[config.mk]
export PLATFORM = sky130hd
export DESIGN_NAME = obi_rr_arbiter_flat
export DESIGN_NICKNAME = d
export VERILOG_FILES = /design/src/rtl/obi_rr_arbiter_if.sv /design/src/rtl/obi_rr_arbiter.sv /design/src/flat_wrapper.sv
export SDC_FILE = /design/constraint.sdc
export NUM_CORES = 1
export LEC_CHECK = 0
export ABC_AREA = 1
export CAP_MARGIN = 20
export CORE_MARGIN = 3
export CORE_UTILIZATION = 34
export CTS_CLUSTER_DIAMETER = 80
export DETAILED_ROUTE_END_ITERATION = 6
export PLACE_DENSITY = 0.86
export SYNTH_ARGS = -nofsm -noshare
export SYNTH_HDL_FRONTEND = slang
export SYNTH_SLANG_ARGS = --single-unit
[constraint.sdc]
create_clock -name obi_clk_i -period 1.85 [get_ports obi_clk_i]
set_clock_uncertainty 0.2 [all_clocks]
set_input_delay 0.37 -clock obi_clk_i [delete_from_list [all_inputs] [get_ports obi_clk_i]]
set_output_delay 0.37 -clock obi_clk_i [all_outputs]
set_load 0.05 [all_outputs]
[src/rtl/obi_rr_arbiter_if.sv]
// Bundle of every bus signal around obi_rr_arbiter. Signal suffixes (_i/_o)
// are from the arbiter's point of view.
//   slave  : the arbiter (OBI slave towards the masters, requester towards the bridge)
//   master : the environment (NUM_M OBI masters plus the OBI-to-Wishbone bridge)
// Master-side vectors are flattened; master k owns slice [k*W +: W].
interface obi_rr_arbiter_if #(
    parameter int unsigned NUM_M  = 2,
    parameter int unsigned ADDR_W = 32,
    parameter int unsigned DATA_W = 32
);
    localparam int unsigned BE_W = DATA_W / 8;

    // master side
    logic [NUM_M-1:0]        m_req_i;
    logic [NUM_M-1:0]        m_gnt_o;
    logic [NUM_M*ADDR_W-1:0] m_addr_i;
    logic [NUM_M-1:0]        m_wr_en_i;
    logic [NUM_M*BE_W-1:0]   m_byte_en_i;
    logic [NUM_M*DATA_W-1:0] m_wdata_i;
    logic [NUM_M-1:0]        m_rvalid_o;
    logic [NUM_M-1:0]        m_err_o;
    logic [DATA_W-1:0]       m_rdata_o;

    // bridge side
    logic                    s_req_o;
    logic                    s_gnt_i;
    logic [ADDR_W-1:0]       s_addr_o;
    logic                    s_wr_en_o;
    logic [BE_W-1:0]         s_byte_en_o;
    logic [DATA_W-1:0]       s_wdata_o;
    logic                    s_rvalid_i;
    logic [DATA_W-1:0]       s_rdata_i;

    modport slave (
        input  m_req_i, m_addr_i, m_wr_en_i, m_byte_en_i, m_wdata_i,
        input  s_gnt_i, s_rvalid_i, s_rdata_i,
        output m_gnt_o, m_rvalid_o, m_err_o, m_rdata_o,
        output s_req_o, s_addr_o, s_wr_en_o, s_byte_en_o, s_wdata_o
    );

    modport master (
        output m_req_i, m_addr_i, m_wr_en_i, m_byte_en_i, m_wdata_i,
        output s_gnt_i, s_rvalid_i, s_rdata_i,
        input  m_gnt_o, m_rvalid_o, m_err_o, m_rdata_o,
        input  s_req_o, s_addr_o, s_wr_en_o, s_byte_en_o, s_wdata_o
    );
endinterface

[src/rtl/obi_rr_arbiter.sv]
// Round-robin arbiter sharing the bridge's single OBI slave port between
// NUM_M OBI masters, with one transaction in flight and a response timeout.
// Ports:
//   obi_clk_i : the only clock
//   soc_rst_i : synchronous active-high reset
//   bus       : obi_rr_arbiter_if.slave (m_* per-master lanes, s_* bridge port)
// Grant and response are combinational pass-throughs of the bridge handshake,
// steered to the selected master; request payload comes from holding registers.
module obi_rr_arbiter #(
    parameter int unsigned NUM_M       = 2,
    parameter int unsigned ADDR_W      = 32,
    parameter int unsigned DATA_W      = 32,
    parameter int unsigned TIMEOUT_CYC = 1024
) (
    input  logic            obi_clk_i,
    input  logic            soc_rst_i,
    obi_rr_arbiter_if.slave bus
);
    localparam int unsigned BE_W    = DATA_W / 8;
    localparam int unsigned IDX_W   = (NUM_M > 1) ? $clog2(NUM_M) : 1;
    localparam int unsigned CNT_W   = (TIMEOUT_CYC > 1) ? $clog2(TIMEOUT_CYC) : 1;
    localparam int unsigned TO_LAST = (TIMEOUT_CYC > 0) ? TIMEOUT_CYC - 1 : 0;

    typedef enum logic [1:0] {
        ST_IDLE,
        ST_ADDR,
        ST_RESP,
        ST_DRAIN
    } state_e;

    state_e            state_q, state_d;
    logic [IDX_W-1:0]  sel_q, sel_d;
    logic [IDX_W-1:0]  last_q, last_d;
    logic [CNT_W-1:0]  cnt_q, cnt_d;
    logic [ADDR_W-1:0] addr_q, addr_d;
    logic              wr_en_q, wr_en_d;
    logic [BE_W-1:0]   be_q, be_d;
    logic [DATA_W-1:0] wdata_q, wdata_d;

    logic              pick_valid;
    logic [IDX_W-1:0]  pick_idx;
    logic [IDX_W-1:0]  cand;

    logic [NUM_M-1:0]  gnt_c;
    logic [NUM_M-1:0]  rvalid_c;
    logic [NUM_M-1:0]  err_c;
    logic [DATA_W-1:0] rdata_c;

    // First requester searching upward from the master after the last winner.
    always_comb begin
        pick_valid = 1'b0;
        pick_idx   = '0;
        cand       = '0;
        for (int unsigned i = 1; i <= NUM_M; i++) begin
            cand = IDX_W'((32'(last_q) + i) % NUM_M);
            if (!pick_valid && bus.m_req_i[cand]) begin
                pick_valid = 1'b1;
                pick_idx   = cand;
            end
        end
    end

    // Next-state and response steering.
    always_comb begin
        state_d  = state_q;
        sel_d    = sel_q;
        last_d   = last_q;
        cnt_d    = cnt_q;
        addr_d   = addr_q;
        wr_en_d  = wr_en_q;
        be_d     = be_q;
        wdata_d  = wdata_q;
        gnt_c    = '0;
        rvalid_c = '0;
        err_c    = '0;
        rdata_c  = '0;

        unique case (state_q)
            ST_IDLE: begin
                if (pick_valid) begin
                    sel_d   = pick_idx;
                    addr_d  = bus.m_addr_i[pick_idx*ADDR_W +: ADDR_W];
                    wr_en_d = bus.m_wr_en_i[pick_idx];
                    be_d    = bus.m_byte_en_i[pick_idx*BE_W +: BE_W];
                    wdata_d = bus.m_wdata_i[pick_idx*DATA_W +: DATA_W];
                    state_d = ST_ADDR;
                end
            end
            ST_ADDR: begin
                gnt_c[sel_q] = bus.s_gnt_i;
                if (bus.s_gnt_i) begin
                    last_d = sel_q;
                    cnt_d  = '0;
                    // Bridge may answer in the grant cycle itself.
                    if (bus.s_rvalid_i) begin
                        rvalid_c[sel_q] = 1'b1;
                        rdata_c         = bus.s_rdata_i;
                        state_d         = ST_IDLE;
                    end else begin
                        state_d = ST_RESP;
                    end
                end
            end
            ST_RESP: begin
                if (bus.s_rvalid_i) begin
                    rvalid_c[sel_q] = 1'b1;
                    rdata_c         = bus.s_rdata_i;
                    state_d         = ST_IDLE;
                end else if ((TIMEOUT_CYC != 0) && (cnt_q == CNT_W'(TO_LAST))) begin
                    rvalid_c[sel_q] = 1'b1;
                    err_c[sel_q]    = 1'b1;
                    state_d         = ST_DRAIN;
                end else begin
                    cnt_d = cnt_q + CNT_W'(1);
                end
            end
            ST_DRAIN: begin
                // Swallow the bridge's late answer to the timed-out request.
                if (bus.s_rvalid_i) begin
                    state_d = ST_IDLE;
                end
            end
            default: state_d = ST_IDLE;
        endcase
    end

    always_ff @(posedge obi_clk_i) begin
        if (soc_rst_i) begin
            state_q <= ST_IDLE;
            sel_q   <= '0;
            last_q  <= IDX_W'(NUM_M - 1);
            cnt_q   <= '0;
            addr_q  <= '0;
            wr_en_q <= 1'b0;
            be_q    <= '0;
            wdata_q <= '0;
        end else begin
            state_q <= state_d;
            sel_q   <= sel_d;
            last_q  <= last_d;
            cnt_q   <= cnt_d;
            addr_q  <= addr_d;
            wr_en_q <= wr_en_d;
            be_q    <= be_d;
            wdata_q <= wdata_d;
        end
    end

    assign bus.m_gnt_o     = gnt_c;
    assign bus.m_rvalid_o  = rvalid_c;
    assign bus.m_err_o     = err_c;
    assign bus.m_rdata_o   = rdata_c;
    assign bus.s_req_o     = (state_q == ST_ADDR);
    assign bus.s_addr_o    = (state_q == ST_ADDR) ? addr_q  : '0;
    assign bus.s_wr_en_o   = (state_q == ST_ADDR) ? wr_en_q : 1'b0;
    assign bus.s_byte_en_o = (state_q == ST_ADDR) ? be_q    : '0;
    assign bus.s_wdata_o   = (state_q == ST_ADDR) ? wdata_q : '0;

endmodule
[src/flat_wrapper.sv]
// flat-port wrapper written by rule: the top's interface ports become plain ports
module obi_rr_arbiter_flat 
#(
    parameter int unsigned NUM_M       = 2,
    parameter int unsigned ADDR_W      = 32,
    parameter int unsigned DATA_W      = 32,
    parameter int unsigned TIMEOUT_CYC = 1024
)
  (obi_clk_i, soc_rst_i, bus_m_req_i, bus_m_addr_i, bus_m_wr_en_i, bus_m_byte_en_i, bus_m_wdata_i, bus_s_gnt_i, bus_s_rvalid_i, bus_s_rdata_i, bus_m_gnt_o, bus_m_rvalid_o, bus_m_err_o, bus_m_rdata_o, bus_s_req_o, bus_s_addr_o, bus_s_wr_en_o, bus_s_byte_en_o, bus_s_wdata_o);
  obi_rr_arbiter_if #(.NUM_M(NUM_M), .ADDR_W(ADDR_W), .DATA_W(DATA_W)) bus_i ();
  input  logic obi_clk_i;
  input  logic soc_rst_i;
  input wire logic [$bits(bus_i.m_req_i)-1:0] bus_m_req_i;
  input wire logic [$bits(bus_i.m_addr_i)-1:0] bus_m_addr_i;
  input wire logic [$bits(bus_i.m_wr_en_i)-1:0] bus_m_wr_en_i;
  input wire logic [$bits(bus_i.m_byte_en_i)-1:0] bus_m_byte_en_i;
  input wire logic [$bits(bus_i.m_wdata_i)-1:0] bus_m_wdata_i;
  input wire logic [$bits(bus_i.s_gnt_i)-1:0] bus_s_gnt_i;
  input wire logic [$bits(bus_i.s_rvalid_i)-1:0] bus_s_rvalid_i;
  input wire logic [$bits(bus_i.s_rdata_i)-1:0] bus_s_rdata_i;
  output wire logic [$bits(bus_i.m_gnt_o)-1:0] bus_m_gnt_o;
  output wire logic [$bits(bus_i.m_rvalid_o)-1:0] bus_m_rvalid_o;
  output wire logic [$bits(bus_i.m_err_o)-1:0] bus_m_err_o;
  output wire logic [$bits(bus_i.m_rdata_o)-1:0] bus_m_rdata_o;
  output wire logic [$bits(bus_i.s_req_o)-1:0] bus_s_req_o;
  output wire logic [$bits(bus_i.s_addr_o)-1:0] bus_s_addr_o;
  output wire logic [$bits(bus_i.s_wr_en_o)-1:0] bus_s_wr_en_o;
  output wire logic [$bits(bus_i.s_byte_en_o)-1:0] bus_s_byte_en_o;
  output wire logic [$bits(bus_i.s_wdata_o)-1:0] bus_s_wdata_o;
  assign bus_i.m_req_i = bus_m_req_i;
  assign bus_i.m_addr_i = bus_m_addr_i;
  assign bus_i.m_wr_en_i = bus_m_wr_en_i;
  assign bus_i.m_byte_en_i = bus_m_byte_en_i;
  assign bus_i.m_wdata_i = bus_m_wdata_i;
  assign bus_i.s_gnt_i = bus_s_gnt_i;
  assign bus_i.s_rvalid_i = bus_s_rvalid_i;
  assign bus_i.s_rdata_i = bus_s_rdata_i;
  assign bus_m_gnt_o = bus_i.m_gnt_o;
  assign bus_m_rvalid_o = bus_i.m_rvalid_o;
  assign bus_m_err_o = bus_i.m_err_o;
  assign bus_m_rdata_o = bus_i.m_rdata_o;
  assign bus_s_req_o = bus_i.s_req_o;
  assign bus_s_addr_o = bus_i.s_addr_o;
  assign bus_s_wr_en_o = bus_i.s_wr_en_o;
  assign bus_s_byte_en_o = bus_i.s_byte_en_o;
  assign bus_s_wdata_o = bus_i.s_wdata_o;
  obi_rr_arbiter #(.NUM_M(NUM_M), .ADDR_W(ADDR_W), .DATA_W(DATA_W), .TIMEOUT_CYC(TIMEOUT_CYC)) u_core (.obi_clk_i(obi_clk_i), .soc_rst_i(soc_rst_i), .bus(bus_i));
endmodule
==> summary.md <==
Synth
- **Net Count, Synth** 950
- **flops & latches, synth** 83
- **yosys warns** 0
- **Avg Inst Size Synth** 6.17 um2
- **combined area of all synthesized cells** 0.00474 mm2
- **sequential cell area fraction in the yosys report** 0.350
- **cell count after synthesis** 769
- **Netlist cell types** 29

GRT
- **first-pass GRT wire length** 34300 um
- **maximum number of pins on one net before global-route repair** 79
- **remaining global-route overflow** 0
- **vias in the first global route** 6826
- **antenna violations before repair** 0
- **combined global-route utilization of all metal layers** 0.284

Worst setup path
- **Setup CP Type** reg2out
- **critical-path cell list** inv_4 > buf_4 > ha_4 > nand2_8 > buf_6 > nor2_4 > buf_12
- **WP buf/inv** 4
- **CP endpoint kind** output port
- **slowest cell on the critical path** dfxtp_4
- **WP data required** 1.28 ns
- **peak per-stage delay on the critical path** 0.37 ns
- **Crit path arrival time** 1.75 ns
- **type of origin of the critical path** flip-flop
- **dominant delay contributor by cell family on the critical path** buffers and inverters
- **highest net fanout along the worst path** 6

Pwr
- **part of the total power dissipated in the clock network** 0.232
- **Internal Power** 4.95 mW
- **Flop pwr share** 0.282
- **leakage power summed over all cells** 4.52 nW
- **ratio of total power to cell area** 718 mW/mm2
- **largest vdd supply drop** 0.492 mV
- **Sw Ratio** 0.386
- **switching power** 3.11 mW
- **combinational share of power** 0.486

Clocking
- **clock insertion delay at the later pin of the skew report** 0.33 ns
- **number of buffers created by CTS** 9
- **largest buffer count on any clock path** 2
- **# H-tree levels** 3
- **buffer cell driving the clock tree root** clkbuf_16
- **count of hold buffers inserted by post-cts repair** 0
- **clock slew at reported path FFs** 0.06 ns
- **clock sink count** 83
- **CTS tree** built

STA
- **unrepaired setup endpoints after global routing** true
- **Achievable Freq** 431 MHz
- **final-report max-slew violation count** 0
- **final worst hold slack** 0.299 ns
- **Max transition margin** 0.766
- **fin crit period** 2.32 ns
- **count of endpoints failing setup in the final report** 109
- **final clock period utilization by the worst path** 1.25
- **Sum Neg Setup Slack** -38.37 ns
- **final critical-path setup slack** -0.470 ns
- **number of hold-slack violations in the final timing report** 0
- **transition at the pin with the smallest max-transition slack** 0.351 ns

Routing
- **first-pass iteration count of the detailed router** 5
- **vias after detailed routing** 6625
- **drc violations** 0
- **wire length on met1** 7970 um
- **routed length on met3** 2470 um
- **total length of routed wires** 24400 um
- **DR WL met2** 13000 um
- **post-route ant nets** 0
- **violation count after the first detailed-route iteration** 426
- **average via count per standard cell** 5.24
- **average detailed-routed wire length per instance** 19.3 um
- **top routing layer in use** met4

Flow run
- **Max-Cap Viols** 0

Layout
- **diodes inserted** 0
- **post-layout net count** 1264
- **Syn-to-layout area delta** 137%
- **ratio of cells with drive above 1 in the final layout** 0.408
- **most common cell after layout, fill and taps aside** nand2_1
- **most used cells in the layout excluding fill and tap cells** nand2_1 (181), clkdlybuf4s50_1 (173), buf_12 (126), dfxtp_1 (79), clkinvlp_4 (71)

Die
- **row count** 42
- **effective utilization at floorplan** 0.352
- **I/O Pins** 284
- **die boundary height** 124 um
- **die width** 124 um
- **floorplan die area** 0.0154 mm2
- **core box area** 0.0135 mm2

Placement
- **final weighted congestion of routability-driven global placement** 0.863
- **detailed-placement wirelength estimate** 15400 um
- **Port-buffer cells** 283
- **pre-CTS setup slack** -0.492 ns

Run status
- **violated checks** setup timing
- **outcome** finished with violations

Hold path
- **Hold WC Path Type** reg2reg

routing by layer:
| metal | vias up | GRT usage |
|---|---|---|
| met2 | 364 | 0.532 |
| met5 | - | 0 |
| li1 | 3072 | - |
| met1 | 3120 | 0.281 |
| met4 | 0 | 0.128 |
| met3 | 69 | 0.0931 |
power groups by stage:
stage                     clock network [mW]  registers [mW]  logic [mW]
after global routing                    1.97            2.30        4.12
final                                   1.87            2.28        3.92
after detailed placement                   0            2.21        3.25
after floorplan                            0            2.18        1.73
after global placement                     0            2.19        3.17
after CTS                               1.89            2.25        3.70
Yosys cell counts, drive strengths merged:
master / number / area share
nand4: 6 / 0.011
dfxtp: 83 / 0.35
o21a: 1 / 0.0016
o21ai: 73 / 0.077
clkbuf: 25 / 0.020
a21oi: 9 / 0.010
nand2: 290 / 0.23
nor4: 2 / 0.0026
nor2: 60 / 0.058
nand3: 11 / 0.014
a31oi: 69 / 0.091
nor3b: 2 / 0.0032
and2: 1 / 0.0013
nor3: 5 / 0.0053
ha: 5 / 0.013
buf: 29 / 0.033
inv: 98 / 0.078
worst register-to-register path: cells and delay by family (launching register included):
kind          cells  cell delay (ns)
buf+inv           4             0.48
simple gates      5             0.60
fa+ha+maj         1             0.17
flops             1             0.36
state kept, by name, summed over array words and instances, names as in the netlist:
register and cells:
u_core.sel_q 1, u_core.cnt_q 10, u_core.addr_q 32, u_core.state_q 2
u_core.last_q 1, u_core.wdata_q 32, u_core.be_q 4, u_core.wr_en_q 1
repair_timing:
action	CTS	global route
resized for setup	141	60
hold endpoints to repair	0	0
setup buffers	7	4
pin swaps	40	23
gates cloned	7	4
endpoints found under the setup margin	121	178
cell families after synthesis:
logic type | share of synthesized area
DFF | 0.350
buffers and inverters | 0.131
adders and majority gates | 0.0132
AOI/OAI and AO/OA | 0.180
and+or+nand+nor | 0.326
path summary, 6_finish.rpt:
path | start | end | slack [ns] | depth (start not counted)
max | u_core.state_q[1] | bus_m_rdata_o[7] | -0.47 | 7
min | u_core.last_q | u_core.last_q | 0.30 | 2
max reg2reg | u_core.state_q[1] | u_core.state_q[0] | -0.07 | 10
min reg2reg | u_core.last_q | u_core.last_q | 0.30 | 2
final cells by class:
class / instances / area (um2)
clock buffers: 10 / 239
clock inverters: 6 / 71.3
fillers: 697 / 2230
inverters: 98 / 647
multi-input cells: 534 / 3480
flip-flops and latches: 83 / 1670
well taps: 176 / 220
repair buffers: 357 / 4900
metrics by stage:
stage	power (mW)	cell area, um2	instances	util
after floorplan	3.91	5490	769	-
after detailed placement	5.46	9920	1230	0.737
after CTS	7.84	11000	1259	0.814
after global placement	5.37	9920	1230	0.737
final	8.06	11200	1264	0.834
after global routing	8.38	11200	1264	0.834
Power figures use the tool's default switching activity.
